## config.mk

```make
export PLATFORM = sky130hd
export DESIGN_NAME = alu_issue
export DESIGN_NICKNAME = d
export VERILOG_FILES = /design/src/rtl/alu_issue.sv
export SDC_FILE = /design/constraint.sdc
export NUM_CORES = 2
export LEC_CHECK = 0
export CAP_MARGIN = 20
export CORE_ASPECT_RATIO = 1.25
export CORE_MARGIN = 2
export CORE_UTILIZATION = 60
export DETAILED_ROUTE_END_ITERATION = 12
export PLACE_DENSITY = 0.78
export SETUP_SLACK_MARGIN = 0.02
export SKIP_LAST_GASP = 1
export SLEW_MARGIN = 20
export SYNTH_ARGS = -nofsm -noshare
export SYNTH_HDL_FRONTEND = slang
export SYNTH_SLANG_ARGS = --single-unit
```

## constraint.sdc

```tcl
create_clock -name clk -period 6.7 [get_ports clk]
set_input_delay 1.34 -clock clk [delete_from_list [all_inputs] [get_ports clk]]
set_output_delay 1.34 -clock clk [all_outputs]
set_load 0.01 [all_outputs]
```

## src/rtl/alu_issue.sv

```systemverilog
// Decode-and-issue stage for RV32I OP / OP-IMM words feeding the ALU.
// Optional macro WB_BYPASS_EN: writeback data bypasses to operands read in the same cycle.
module alu_issue #(
  parameter int XLEN  = 32,
  parameter int CNT_W = 16
) (
  input  logic             clk,
  input  logic             rst,
  input  logic             in_valid,
  output logic             in_ready,
  input  logic [31:0]      in_instr,
  input  logic             wb_en,
  input  logic [4:0]       wb_addr,
  input  logic [XLEN-1:0]  wb_data,
  output logic             out_valid,
  input  logic             out_ready,
  output logic [6:0]       out_optype,
  output logic [2:0]       out_aluop,
  output logic [6:0]       out_funct7,
  output logic [XLEN-1:0]  out_data1,
  output logic [XLEN-1:0]  out_data2,
  output logic [4:0]       out_rd,
  output logic             illegal,
  output logic [CNT_W-1:0] illegal_cnt
);

  localparam logic [6:0] OPC_OP  = 7'b0110011;
  localparam logic [6:0] OPC_IMM = 7'b0010011;
  localparam logic [6:0] F7_Z    = 7'b0000000;
  localparam logic [6:0] F7_ALT  = 7'b0100000;

  logic [XLEN-1:0]  r_rf [32];
  logic             r_valid;
  logic [6:0]       r_optype;
  logic [2:0]       r_aluop;
  logic [6:0]       r_funct7;
  logic [XLEN-1:0]  r_data1;
  logic [XLEN-1:0]  r_data2;
  logic [4:0]       r_rd;
  logic             r_illegal;
  logic [CNT_W-1:0] r_cnt;

  logic [6:0]      w_opc;
  logic [2:0]      w_f3;
  logic [6:0]      w_f7;
  logic [4:0]      w_rs1;
  logic [4:0]      w_rs2;
  logic            w_wb;
  logic [XLEN-1:0] w_rd1;
  logic [XLEN-1:0] w_rd2;
  logic            w_is_op;
  logic            w_is_sh;
  logic            w_is_ar;
  logic            w_legal;
  logic [6:0]      w_f7_out;
  logic [XLEN-1:0] w_data2;
  logic            w_acc;
  logic            w_load;
  logic            w_bad;

  assign w_opc = in_instr[6:0];
  assign w_f3  = in_instr[14:12];
  assign w_f7  = in_instr[31:25];
  assign w_rs1 = in_instr[19:15];
  assign w_rs2 = in_instr[24:20];
  assign w_wb  = wb_en && (wb_addr != 5'd0);

`ifdef WB_BYPASS_EN
  always_comb begin
    w_rd1 = r_rf[w_rs1];
    w_rd2 = r_rf[w_rs2];
    if (w_wb && wb_addr == w_rs1) w_rd1 = wb_data;
    if (w_wb && wb_addr == w_rs2) w_rd2 = wb_data;
    if (w_rs1 == 5'd0) w_rd1 = '0;
    if (w_rs2 == 5'd0) w_rd2 = '0;
  end
`else
  always_comb begin
    w_rd1 = (w_rs1 == 5'd0) ? '0 : r_rf[w_rs1];
    w_rd2 = (w_rs2 == 5'd0) ? '0 : r_rf[w_rs2];
  end
`endif

  assign w_is_op = (w_opc == OPC_OP);
  assign w_is_sh = (w_opc == OPC_IMM) && (w_f3 == 3'b001 || w_f3 == 3'b101);
  assign w_is_ar = (w_opc == OPC_IMM) && !w_is_sh;

  always_comb begin
    w_legal  = 1'b0;
    w_f7_out = F7_Z;
    w_data2  = w_rd2;
    unique case (1'b1)
      w_is_op: begin
        w_f7_out = w_f7;
        w_legal  = (w_f7 == F7_Z) ||
                   (w_f7 == F7_ALT && (w_f3 == 3'b000 || w_f3 == 3'b101));
      end
      w_is_sh: begin
        w_f7_out = w_f7;
        w_data2  = {{(XLEN-5){1'b0}}, in_instr[24:20]};
        w_legal  = (w_f7 == F7_Z) || (w_f7 == F7_ALT && w_f3 == 3'b101);
      end
      w_is_ar: begin
        w_data2 = {{(XLEN-12){in_instr[31]}}, in_instr[31:20]};
        w_legal = 1'b1;
      end
      default: w_legal = 1'b0;
    endcase
  end

  assign in_ready = !r_valid || out_ready;
  assign w_acc    = in_valid && in_ready;
  assign w_load   = w_acc && w_legal;
  assign w_bad    = w_acc && !w_legal;

  always_ff @(posedge clk) begin
    if (rst) begin
      for (int i = 0; i < 32; i++) r_rf[i] <= '0;
    end else if (w_wb) begin
      r_rf[wb_addr] <= wb_data;
    end
  end

  always_ff @(posedge clk) begin
    if (rst) begin
      r_valid   <= 1'b0;
      r_optype  <= '0;
      r_aluop   <= '0;
      r_funct7  <= '0;
      r_data1   <= '0;
      r_data2   <= '0;
      r_rd      <= '0;
      r_illegal <= 1'b0;
      r_cnt     <= '0;
    end else begin
      if (w_load) begin
        r_valid  <= 1'b1;
        r_optype <= w_opc;
        r_aluop  <= w_f3;
        r_funct7 <= w_f7_out;
        r_data1  <= w_rd1;
        r_data2  <= w_data2;
        r_rd     <= in_instr[11:7];
      end else if (out_ready) begin
        r_valid <= 1'b0;
      end
      r_illegal <= w_bad;
      // Saturate rather than wrap so a flood of bad words stays visible.
      if (w_bad && r_cnt != {CNT_W{1'b1}}) r_cnt <= r_cnt + 1'b1;
    end
  end

  assign out_valid   = r_valid;
  assign out_optype  = r_optype;
  assign out_aluop   = r_aluop;
  assign out_funct7  = r_funct7;
  assign out_data1   = r_data1;
  assign out_data2   = r_data2;
  assign out_rd      = r_rd;
  assign illegal     = r_illegal;
  assign illegal_cnt = r_cnt;

endmodule
```

==> out/results.txt <==
status - finished clean
switching pwr - 4.05 mW
Synth Instances - 4001
Num CTS Buffers - 109
share of the cycle needed by the critical path after routing - 0.713
Area Overhead vs Synth - 11.4%
R2R Path Start - out_valid$_SDFFE_PP0P_
R2R cell count - 7
GPL Wtd Cong - 0.963
Reg power frac - 0.502
Seq cells post-synth - 1128
Final min period - 4.78 ns
asr flop ratio synth - 0
Design Power - 16.4 mW
crit path launch - wb_addr[4]
drt total wl - 192 mm
register area - 0.0328 mm^2
Post-route DRC - 0
Initial Util - 0.607
post-CTS setup repair buffer count - 0
per-cell routed wire length - 35.3 um
die height - 353 um
Max Cap Viol - 0
R2R Path End - out_data1[17]$_SDFFE_PP0P_
cts repair resizes - 0
crit path DAT - 5.08 ns
Filler cells - 6447
Post-DP HPWL - 119 mm
sw frac - 0.247
syn avg cell area - 14.6 um^2
IO buf count - 178
Seq/Total Area, Yosys - 0.563
Comb power frac - 0.105
chip width - 283 um
multi-input logic area - 0.0241 mm^2
synth top area cells - edfxtp_1 (53%), mux4_2 (18%), and2_1 (11%)
Pint - 12.3 mW
Final #Nets - 4103
Worst setup EP type - register
clock skew - 0.0416 ns
count leader, synth - and2_1
ratio of cells with drive above 1 in the final layout - 0.220
hold depth - 2
synth warn - 0
Antenna Nets Post-Route - 0
post-layout util - 0.676
P_leak - 22.4 nW
Worst Hold Path EP - out_data2[4]$_SDFFE_PP0P_
first-pass GRT wire length - 272 mm
Clock Sinks - 1128
Cell Pwr Density - 252 mW/mm^2
worst-skew pair later-pin latency - 0.72 ns
CTS tree - built
Post-synth EDFFs - 1024
Worst Max-Slew Pin Slew - 1.23 ns
crit path max fanout - 33
Yosys top cell area share - 0.527
Commonest cells post-synth - and2_1 (1035), edfxtp_1 (1024), mux4_2 (465)
hold path startpoint - out_data2[4]$_SDFFE_PP0P_
Worst-path clk slew - 0.06 ns
relative slew slack - 0.180
critical path class - primary input to register
Req. time, crit path - 7.00 ns
Synth area leader - edfxtp_1
endpoints failing setup - 0
Netlist Area Pre-Place - 0.0583 mm^2
core footprint - 0.0961 mm^2
Distinct cells, synth - 81
Max Clk Rate - 209 MHz
dpl cell area - 0.0613 mm^2
top_reg_cell synth - edfxtp_1
number of hold buffers added after CTS - 0
total vias in the final route - 39300
unrepaired setup endpoints after global routing - false
Clk pwr share - 0.392
pin count of the biggest net entering global routing - 76
maximum clock path buffer count - 3
die area - 0.0998 mm^2
flop-to-flop setup slack - 3.83 ns
final hold violations - 0
Root Buffer - clkbuf_16
nature of the critical path startpoint - primary input
Max H-tree Level - 3
initial antenna violation count - 7
Final Instance Area - 0.0650 mm^2
std cell rows - 127
1st-iter DRT viols - 5788
total gr overflow - 0
vias in the first global route - 39000
drt pass-1 iters - 8
Slew Viols, Final - 0
class of the worst hold path - register to register
Total GRT Usage - 0.382
VDD IR max - 215 uV
setup_tns - 0 ns
routed vias/inst - 7.24
top-level I/O count - 179
-- stage by stage --
step	setup WS (ns)	instances	hold WS, ns
2_1_floorplan	3.49	4032	0.469
3_3_place_gp	1.46	5204	0.442
3_5_place_dp	1.37	5205	0.446
4_1_cts	2.08	5409	0.457
5_1_grt	1.83	5411	0.481
6_report	1.92	5421	0.458
-- power by group through the flow --
stage                     Sequential (mW)  Combinational, mW  Clock (mW)
after floorplan                      8.27               1.11           0
after global placement               8.35               1.65           0
after detailed placement             8.37               1.67           0
after CTS                            8.22               1.68        6.42
after global routing                 8.26               1.76        6.67
final                                8.24               1.73        6.43
-- sequential cells by signal, summed over array words and instances, names as in the netlist --
signal       flops
r_rf          1024
out_data1       32
out_data2       32
illegal_cnt     16
out_funct7       7
out_optype       7
out_rd           5
out_aluop        3
illegal          1
out_valid        1
-- routing by layer --
layer,GRT usage,share of wire,vias to the layer above
li1,-,-,15300
met1,0.477,0.33,19700
met2,0.589,0.46,3467
met3,0.101,0.14,721
met4,0.255,0.077,2
met5,0,0.000084,-
-- worst max-delay path by stage --
| stage | endpoint | cells past startpoint |
|---|---|---|
| 5_1_grt | r_rf[24][3]$_SDFFCE_PN0P_ | 5 |
| 3_5_place_dp | r_rf[24][2]$_SDFFCE_PN0P_ | 5 |
| 2_1_floorplan | out_data1[10]$_SDFFE_PP0P_ | 8 |
| 3_3_place_gp | r_rf[24][2]$_SDFFCE_PN0P_ | 5 |
| 4_1_cts | r_rf[24][3]$_SDFFCE_PN0P_ | 5 |
| 6_report | r_rf[24][26]$_SDFFCE_PN0P_ | 5 |
-- cell usage in the layout, fill, tap and decap left out, types with 13 or more instances in the layout --
cell,count
nand3_1,19
and2_1,1035
a2111oi_2,14
mux4_2,465
a211o_1,35
a221o_1,13
mux2i_1,137
o22a_1,15
nor2_1,99
nor2_4,32
a21oi_1,34
nand2b_1,16
clkinv_2,25
conb_1,32
nor2b_1,46
a22o_1,14
clkbuf_16,114
nand2_1,63
o22ai_1,65
dfxtp_1,104
buf_4,113
clkdlybuf4s50_1,155
or2_2,24
buf_2,15
edfxtp_1,1024
nor4_1,14
a211oi_1,107
nor3_1,43
-- logic make-up after synthesis --
group,synth area share
simple gates,0.147
other cells,0.0000643
buf+inv,0.0323
compound gates,0.0518
xor+xnor,0.00150
mux,0.204
flops,0.563
fa+ha+maj,0.000214
-- worst max-delay path, cell delays in order --
cell	delay, ns
clkdlybuf4s50_1	0.60
or3_1	0.39
nand3b_1	0.67
nor2_4	1.01
or2_2	0.99
-- layout make-up --
class,count,share of cell area
Antenna cell,10,0.000385
Clock buffer,130,0.0456
Clock inverter,74,0.0114
Inverter,3,0.000192
Multi-Input combinational cell,2486,0.370
Sequential cell,1128,0.505
Tap cell,1290,0.0248
Timing Repair Buffer,300,0.0426
Note: power is estimated with default switching activity, not from simulation.
